--- src/rtl/interrupt_sequencer_pkg.sv ---
// Shared types, vector constants and the level-to-mask helper for the interrupt sequencer.
// Nesting depth follows INT_SEQ_NEST_EN (defined: 3-deep stack, undefined: single context).
package interrupt_sequencer_pkg;

    typedef enum logic [2:0] {
        ST_IDLE    = 3'd0,
        ST_DRAIN   = 3'd1,
        ST_SAVE    = 3'd2,
        ST_VECTOR  = 3'd3,
        ST_RESTORE = 3'd4,
        ST_RESUME  = 3'd5
    } state_e;

    localparam logic [31:0] VEC_BASE   = 32'h0000_1000;
    localparam logic [31:0] VEC_STRIDE = 32'h0000_0010;

`ifdef INT_SEQ_NEST_EN
    localparam int MAXD = 3;
`else
    localparam int MAXD = 1;
`endif
    localparam logic [1:0] MAXD_D = 2'(MAXD);

    // Level 0 shifts by 3 and yields an empty mask.
    function automatic logic [2:0] onehot(input logic [1:0] l);
        return 3'b001 << (l - 2'd1);
    endfunction

endpackage

--- src/rtl/interrupt_sequencer_int_ctx_stack.sv ---
// LIFO of saved interrupt contexts {level, EPC}, MAXD entries deep.
// Held as one shift vector with the top entry in the low bits.
module interrupt_sequencer_int_ctx_stack
    import interrupt_sequencer_pkg::*;
(
    input  logic        clk,
    input  logic        rst_n,
    input  logic        push,
    input  logic        pop,
    input  logic [1:0]  push_lvl,
    input  logic [31:0] push_epc,
    output logic [1:0]  top_lvl,
    output logic [31:0] top_epc,
    output logic [1:0]  depth
);

    localparam int CW = 34;
    localparam int SW = MAXD * CW;

    logic [SW-1:0] stk_q, stk_d;
    logic [1:0]    depth_q, depth_d;

    always_comb begin
        stk_d   = stk_q;
        depth_d = depth_q;
        if (push) begin
            stk_d   = (stk_q << CW) | SW'({push_lvl, push_epc});
            depth_d = depth_q + 2'd1;
        end else if (pop) begin
            stk_d   = stk_q >> CW;
            depth_d = depth_q - 2'd1;
        end
    end

    always_ff @(posedge clk or negedge rst_n) begin
        if (!rst_n) begin
            stk_q   <= '0;
            depth_q <= 2'd0;
        end else begin
            stk_q   <= stk_d;
            depth_q <= depth_d;
        end
    end

    assign {top_lvl, top_epc} = stk_q[CW-1:0];
    assign depth              = depth_q;

endmodule

--- src/rtl/interrupt_sequencer.sv ---
// Sequences interrupt entry/return around the coprocessor; sole driver of its write strobes.
// INT_SEQ_NEST_EN enables nested handlers (IE re-enabled in VECTOR, EPC rewrite on RESUME).
//
// state   | meaning
// IDLE    | waiting for eret or an accepted interrupt request
// DRAIN   | stalled, waiting for pipe_idle
// SAVE    | write IRS/IE/EPC, push context
// VECTOR  | redirect fetch to the level's handler
// RESTORE | clear the level's IRS bit, pop context
// RESUME  | redirect fetch to the popped EPC, re-enable IE
module interrupt_sequencer
    import interrupt_sequencer_pkg::*;
(
    input  logic        clk,
    input  logic        rst_n,
    input  logic        en,
    input  logic        int_req,
    input  logic [1:0]  ints,
    input  logic        eret,
    input  logic        pipe_idle,
    input  logic [31:0] pc_next,
    output logic        stall,
    output logic        flush,
    output logic        redirect,
    output logic [31:0] redirect_pc,
    output logic        irs_set_en,
    output logic        irs_clr_en,
    output logic [2:0]  irs_w_mask,
    output logic        ie_w_en,
    output logic        ie_w_data,
    output logic        epc_w_en,
    output logic [31:0] epc_w_data,
    output logic [1:0]  depth,
    output logic        eret_err
);

    state_e      state_q, state_d;
    logic [1:0]  lvl_q, lvl_d;
    logic [31:0] pc_save_q, pc_save_d;
    logic        eret_err_q, eret_err_d;

    logic [1:0]  top_lvl;
    logic [31:0] top_epc;
    logic [1:0]  depth_w;

    logic        stall_s, flush_s, redirect_s, irs_set_s, irs_clr_s;
    logic        ie_en_s, ie_data_s, epc_en_s;
    logic [2:0]  mask_s;
    logic [31:0] rpc_s, epc_data_s;

    interrupt_sequencer_int_ctx_stack u_stack (
        .clk      (clk),
        .rst_n    (rst_n),
        .push     (en && (state_q == ST_SAVE)),
        .pop      (en && (state_q == ST_RESTORE)),
        .push_lvl (lvl_q),
        .push_epc (pc_save_q),
        .top_lvl  (top_lvl),
        .top_epc  (top_epc),
        .depth    (depth_w)
    );

    always_comb begin
        state_d    = state_q;
        lvl_d      = lvl_q;
        pc_save_d  = pc_save_q;
        eret_err_d = 1'b0;
        if (en) begin
            case (state_q)
                ST_IDLE: begin
                    if (eret) begin
                        if (depth_w != 2'd0) state_d = ST_RESTORE;
                        else                 eret_err_d = 1'b1;
                    end else if (int_req && (ints != 2'd0) && (depth_w < MAXD_D)) begin
                        state_d   = ST_DRAIN;
                        lvl_d     = ints;
                        pc_save_d = pc_next;
                    end
                end
                ST_DRAIN:   if (pipe_idle) state_d = ST_SAVE;
                ST_SAVE:    state_d = ST_VECTOR;
                ST_VECTOR:  state_d = ST_IDLE;
                // Keep the popped context so RESUME can redirect after the stack moves.
                ST_RESTORE: begin
                    state_d   = ST_RESUME;
                    lvl_d     = top_lvl;
                    pc_save_d = top_epc;
                end
                ST_RESUME:  state_d = ST_IDLE;
                default:    state_d = ST_IDLE;
            endcase
        end
    end

    always_ff @(posedge clk or negedge rst_n) begin
        if (!rst_n) begin
            state_q    <= ST_IDLE;
            lvl_q      <= 2'd0;
            pc_save_q  <= 32'd0;
            eret_err_q <= 1'b0;
        end else begin
            state_q    <= state_d;
            lvl_q      <= lvl_d;
            pc_save_q  <= pc_save_d;
            eret_err_q <= eret_err_d;
        end
    end

    always_comb begin
        stall_s    = 1'b0;
        flush_s    = 1'b0;
        redirect_s = 1'b0;
        rpc_s      = 32'd0;
        irs_set_s  = 1'b0;
        irs_clr_s  = 1'b0;
        mask_s     = 3'b000;
        ie_en_s    = 1'b0;
        ie_data_s  = 1'b0;
        epc_en_s   = 1'b0;
        epc_data_s = 32'd0;
        case (state_q)
            ST_DRAIN: stall_s = 1'b1;
            ST_SAVE: begin
                stall_s    = 1'b1;
                irs_set_s  = 1'b1;
                mask_s     = onehot(lvl_q);
                ie_en_s    = 1'b1;
                epc_en_s   = 1'b1;
                epc_data_s = pc_save_q;
            end
            ST_VECTOR: begin
                redirect_s = 1'b1;
                flush_s    = 1'b1;
                rpc_s      = VEC_BASE + (32'(lvl_q) * VEC_STRIDE);
`ifdef INT_SEQ_NEST_EN
                ie_en_s    = 1'b1;
                ie_data_s  = 1'b1;
`endif
            end
            ST_RESTORE: begin
                stall_s   = 1'b1;
                irs_clr_s = 1'b1;
                mask_s    = ~onehot(top_lvl);
            end
            ST_RESUME: begin
                redirect_s = 1'b1;
                flush_s    = 1'b1;
                rpc_s      = pc_save_q;
                ie_en_s    = 1'b1;
                ie_data_s  = 1'b1;
`ifdef INT_SEQ_NEST_EN
                // Outer handler's EPC goes back into the coprocessor for its own ERET.
                if (depth_w != 2'd0) begin
                    epc_en_s   = 1'b1;
                    epc_data_s = top_epc;
                end
`endif
            end
            default: ;
        endcase
    end

    assign stall       = stall_s;
    assign flush       = en & flush_s;
    assign redirect    = en & redirect_s;
    assign redirect_pc = en ? rpc_s : 32'd0;
    assign irs_set_en  = en & irs_set_s;
    assign irs_clr_en  = en & irs_clr_s;
    assign irs_w_mask  = en ? mask_s : 3'b000;
    assign ie_w_en     = en & ie_en_s;
    assign ie_w_data   = en & ie_data_s;
    assign epc_w_en    = en & epc_en_s;
    assign epc_w_data  = en ? epc_data_s : 32'd0;
    assign depth       = en ? depth_w : 2'd0;
    assign eret_err    = en & eret_err_q;

endmodule

--- config.mk ---
export PLATFORM = sky130hd
export DESIGN_NAME = interrupt_sequencer
export DESIGN_NICKNAME = d
export VERILOG_FILES = /design/src/rtl/interrupt_sequencer_pkg.sv /design/src/rtl/interrupt_sequencer_int_ctx_stack.sv /design/src/rtl/interrupt_sequencer.sv
export SDC_FILE = /design/constraint.sdc
export NUM_CORES = 1
export LEC_CHECK = 0
export ABC_AREA = 1
export BUFFER_PORTS_ARGS = -buffer_cell sky130_fd_sc_hd__buf_4
export CAP_MARGIN = 20
export CORE_UTILIZATION = 35
export CTS_BUF_LIST = sky130_fd_sc_hd__clkbuf_16
export DETAILED_ROUTE_END_ITERATION = 10
export MAX_ROUTING_LAYER = met4
export SLEW_MARGIN = 20
export SYNTH_ARGS = -nofsm -noshare
export SYNTH_HDL_FRONTEND = slang
export SYNTH_SLANG_ARGS = --single-unit
--- constraint.sdc ---
create_clock -name clk -period 3.15 [get_ports clk]
set_input_delay 0.4725 -clock clk [delete_from_list [all_inputs] [get_ports clk]]
set_output_delay 0.4725 -clock clk [all_outputs]
set_load 0.02 [all_outputs]
==> impl_metrics.ini <==
[pwr]
switchingPower_uw = 1649
leakagePower_uw = 0.002597
power_density_mw_per_mm2 = 842.8
clkPwrFrac_pct = 23.0
pwr-share-comb_pct = 41.2
peakVddDrop_mv = 0.3007
internal_power_uw = 2500
seq_power_share_pct = 35.9
switching_share_pct = 39.75

[place]
post-dp-hpwl_um = 6110
place.gp.congestion = 0.7964
post_dp_cell_area_mm2 = 0.004651
portBuffers = 117

[global_route]
grt_pass1_vias = 3390
grt_max_degree = 75
grt_pass1_wl_um = 15850
grt_usage_pct = 18.27
overflow = 0
antenna_found_initial = 0

[cts]
numCtsBuffers = 9
cts.sinks = 74
cts_resized = 0
clkSlewWorstSetupHoldPaths_ps = 60
htreeDepth = 3
clock_path_buffers = 2
ctsHoldBuffers = 0
cts_setup_buffers = 0
cts_tree = done
cts-root-buf = clkbuf_16
insertion_delay_ps = 320

[drt]
postRouteAntennaNets = 0
routed_wl_um = 9452
remaining_drc_errors = 0
vias = 3475
drt_iter0_drc = 236
routedWlPerCell_um = 12.97
vias_per_cell = 4.767
drtPass1Iterations = 6

[cells_and_area]
drive_above_1_share_pct = 24.45
stdcell_area_mm2 = 0.004923
fillers = 1031
antennaDiodeCount = 0
fin_nets = 631
layout_common_cells = buf_4 (121), nand2_1 (94), inv_1 (84)
layout_commonest_cell = buf_4
syn2layout_area_growth_pct = 31.25

[critical_path]
r2r_slack_ps = 1020
crit_required_ps = 2680
cp_max_fo = 19
crit_type = reg -> out
critPathCaptureType = output pin
startpoint_type = register
critPathArrivalTime_ps = 2160

[logic_synthesis]
synth_warnings = 0
synthesis.nets = 529
synth_top_cell_by_area = dfrtp_1
ys_seq_area_share_pct = 49.37
avgSynthCellArea_um2 = 7.687
yosysUniqueCellTypes = 22
synth_cells = 488
yosysTopAreaCellShare_pct = 49.37
synth_seq_cells = 74
syn_area_mm2 = 0.003751
ys_top_cells_by_area = dfrtp_1 (49%), nand2_1 (9.4%), inv_1 (8.4%)

[floorplanning]
core_region_area_mm2 = 0.01037
rows = 37
die_w_um = 105.5
io_pins = 118
start_util_pct = 36.17
dieArea_mm2 = 0.01114
dieHeight_um = 105.5

[timing]
slew_violations = 0
hold_viol_final = 0
worst_pin_slew_ps = 943.1
fin_crit_sh_pct = 83.55
fin_worst_skew_ps = 7.015
relSlewSlack_pct = 37.12
fin_crit_ps = 2632
rsz0062_at_grt = no
fin_tns_setup_ps = 0
finalSetupViolCount = 0
fmax_mhz = 380.0

[worst_hold_path]
min_path_type = in -> async

[job]
cap_violations = 0

[outcome]
status = finished clean
==> power by group through the flow <==
stage          logic (µW)  clock network [µW]  registers, µW
4_1_cts              1730                 973           1490
2_1_floorplan        1270                   0           1470
3_3_place_gp         1670                   0           1490
3_5_place_dp         1710                   0           1500
6_report             1710                 953           1490
5_1_grt              1950                1020           1530
==> through the flow <==
step | total power (µW) | setup slack, ps | utilization (%) | std cells | hold WS (ps)
global route | 4494 | 345.9 | 47.48 | 729 | 373.6
finish | 4150 | 518.3 | 47.48 | 729 | 276.4
global placement | 3162 | 998.5 | 44.85 | 715 | 491.5
CTS | 4188 | 509.4 | 47.48 | 729 | 345.8
floorplan | 2741 | 1191 | - | 488 | 176.9
detailed placement | 3218 | 867.7 | 44.85 | 715 | 492.9
==> synth_stat cells, drive strengths merged <==
| library cell | instances |
|---|---|
| nor2 | 71 |
| clkbuf | 9 |
| o22ai | 36 |
| buf | 21 |
| xor2 | 1 |
| inv | 85 |
| nor3 | 2 |
| o21ai | 71 |
| nand3 | 13 |
| dfrtp | 74 |
| a21oi | 5 |
| nand2 | 99 |
| ha | 1 |
==> flip-flops by register name, summed over array words and instances (netlist names) <==
register       count
pc_save_q         32
state_q            3
u_stack.stk_q     34
eret_err_q         1
lvl_q              2
u_stack.depth      2
==> worst paths after layout <==
check,from,to,cells after the start
worst max-delay path,state_q[2],redirect_pc[23],6
worst min-delay path,rst_n,u_stack.stk_q[6],1
worst max register to register,state_q[0],pc_save_q[29],6
worst min register to register,u_stack.depth[0],u_stack.depth[0],1
max in group asynchronous,rst_n,pc_save_q[31],1
min in group clk,pc_next[22],pc_save_q[22],5
==> cells by family after synthesis <==
| group | count (synthesis) | synth area share [%] |
|---|---|---|
| buffers and inverters | 115 | 13.28 |
| AO/OA/AOI/OAI | 112 | 16.54 |
| AND/OR/NAND/NOR | 185 | 20.25 |
| XOR/XNOR | 1 | 0.2335 |
| flip-flops | 74 | 49.37 |
| adder cells (fa/ha/maj) | 1 | 0.3335 |
==> metal layers <==
| layer | vias to the layer above | global-route usage (%) | wire, µm |
|---|---|---|---|
| li1 | 1732 | - | - |
| met2 | 95 | 29.28 | 4454 |
| met3 | 11 | 2.783 | 482 |
| met1 | 1637 | 23.69 | 4396 |
| met4 | 0 | 6.250 | 119 |
| met5 | - | - | 0 |
==> critical path, stage by stage, from the launching register on <==
cell and delay [ps]:
dfrtp_1 510, inv_1 130, nor3_1 190, nand2_1 360
buf_4 360, nor2_1 140, buf_4 160
==> cell type report <==
| class | instances | area, µm² | share of cell area [%] |
|---|---|---|---|
| Clock inverter | 5 | 47.55 | 0.9657 |
| Multi-Input combinational cell | 299 | 1401 | 28.46 |
| Clock buffer | 9 | 225.2 | 4.574 |
| Sequential cell | 74 | 1852 | 37.61 |
| Timing Repair Buffer | 121 | 908.4 | 18.45 |
| Tap cell | 136 | 170.2 | 3.456 |
| Inverter | 85 | 319.1 | 6.480 |
(Power assumes the default switching activity.)
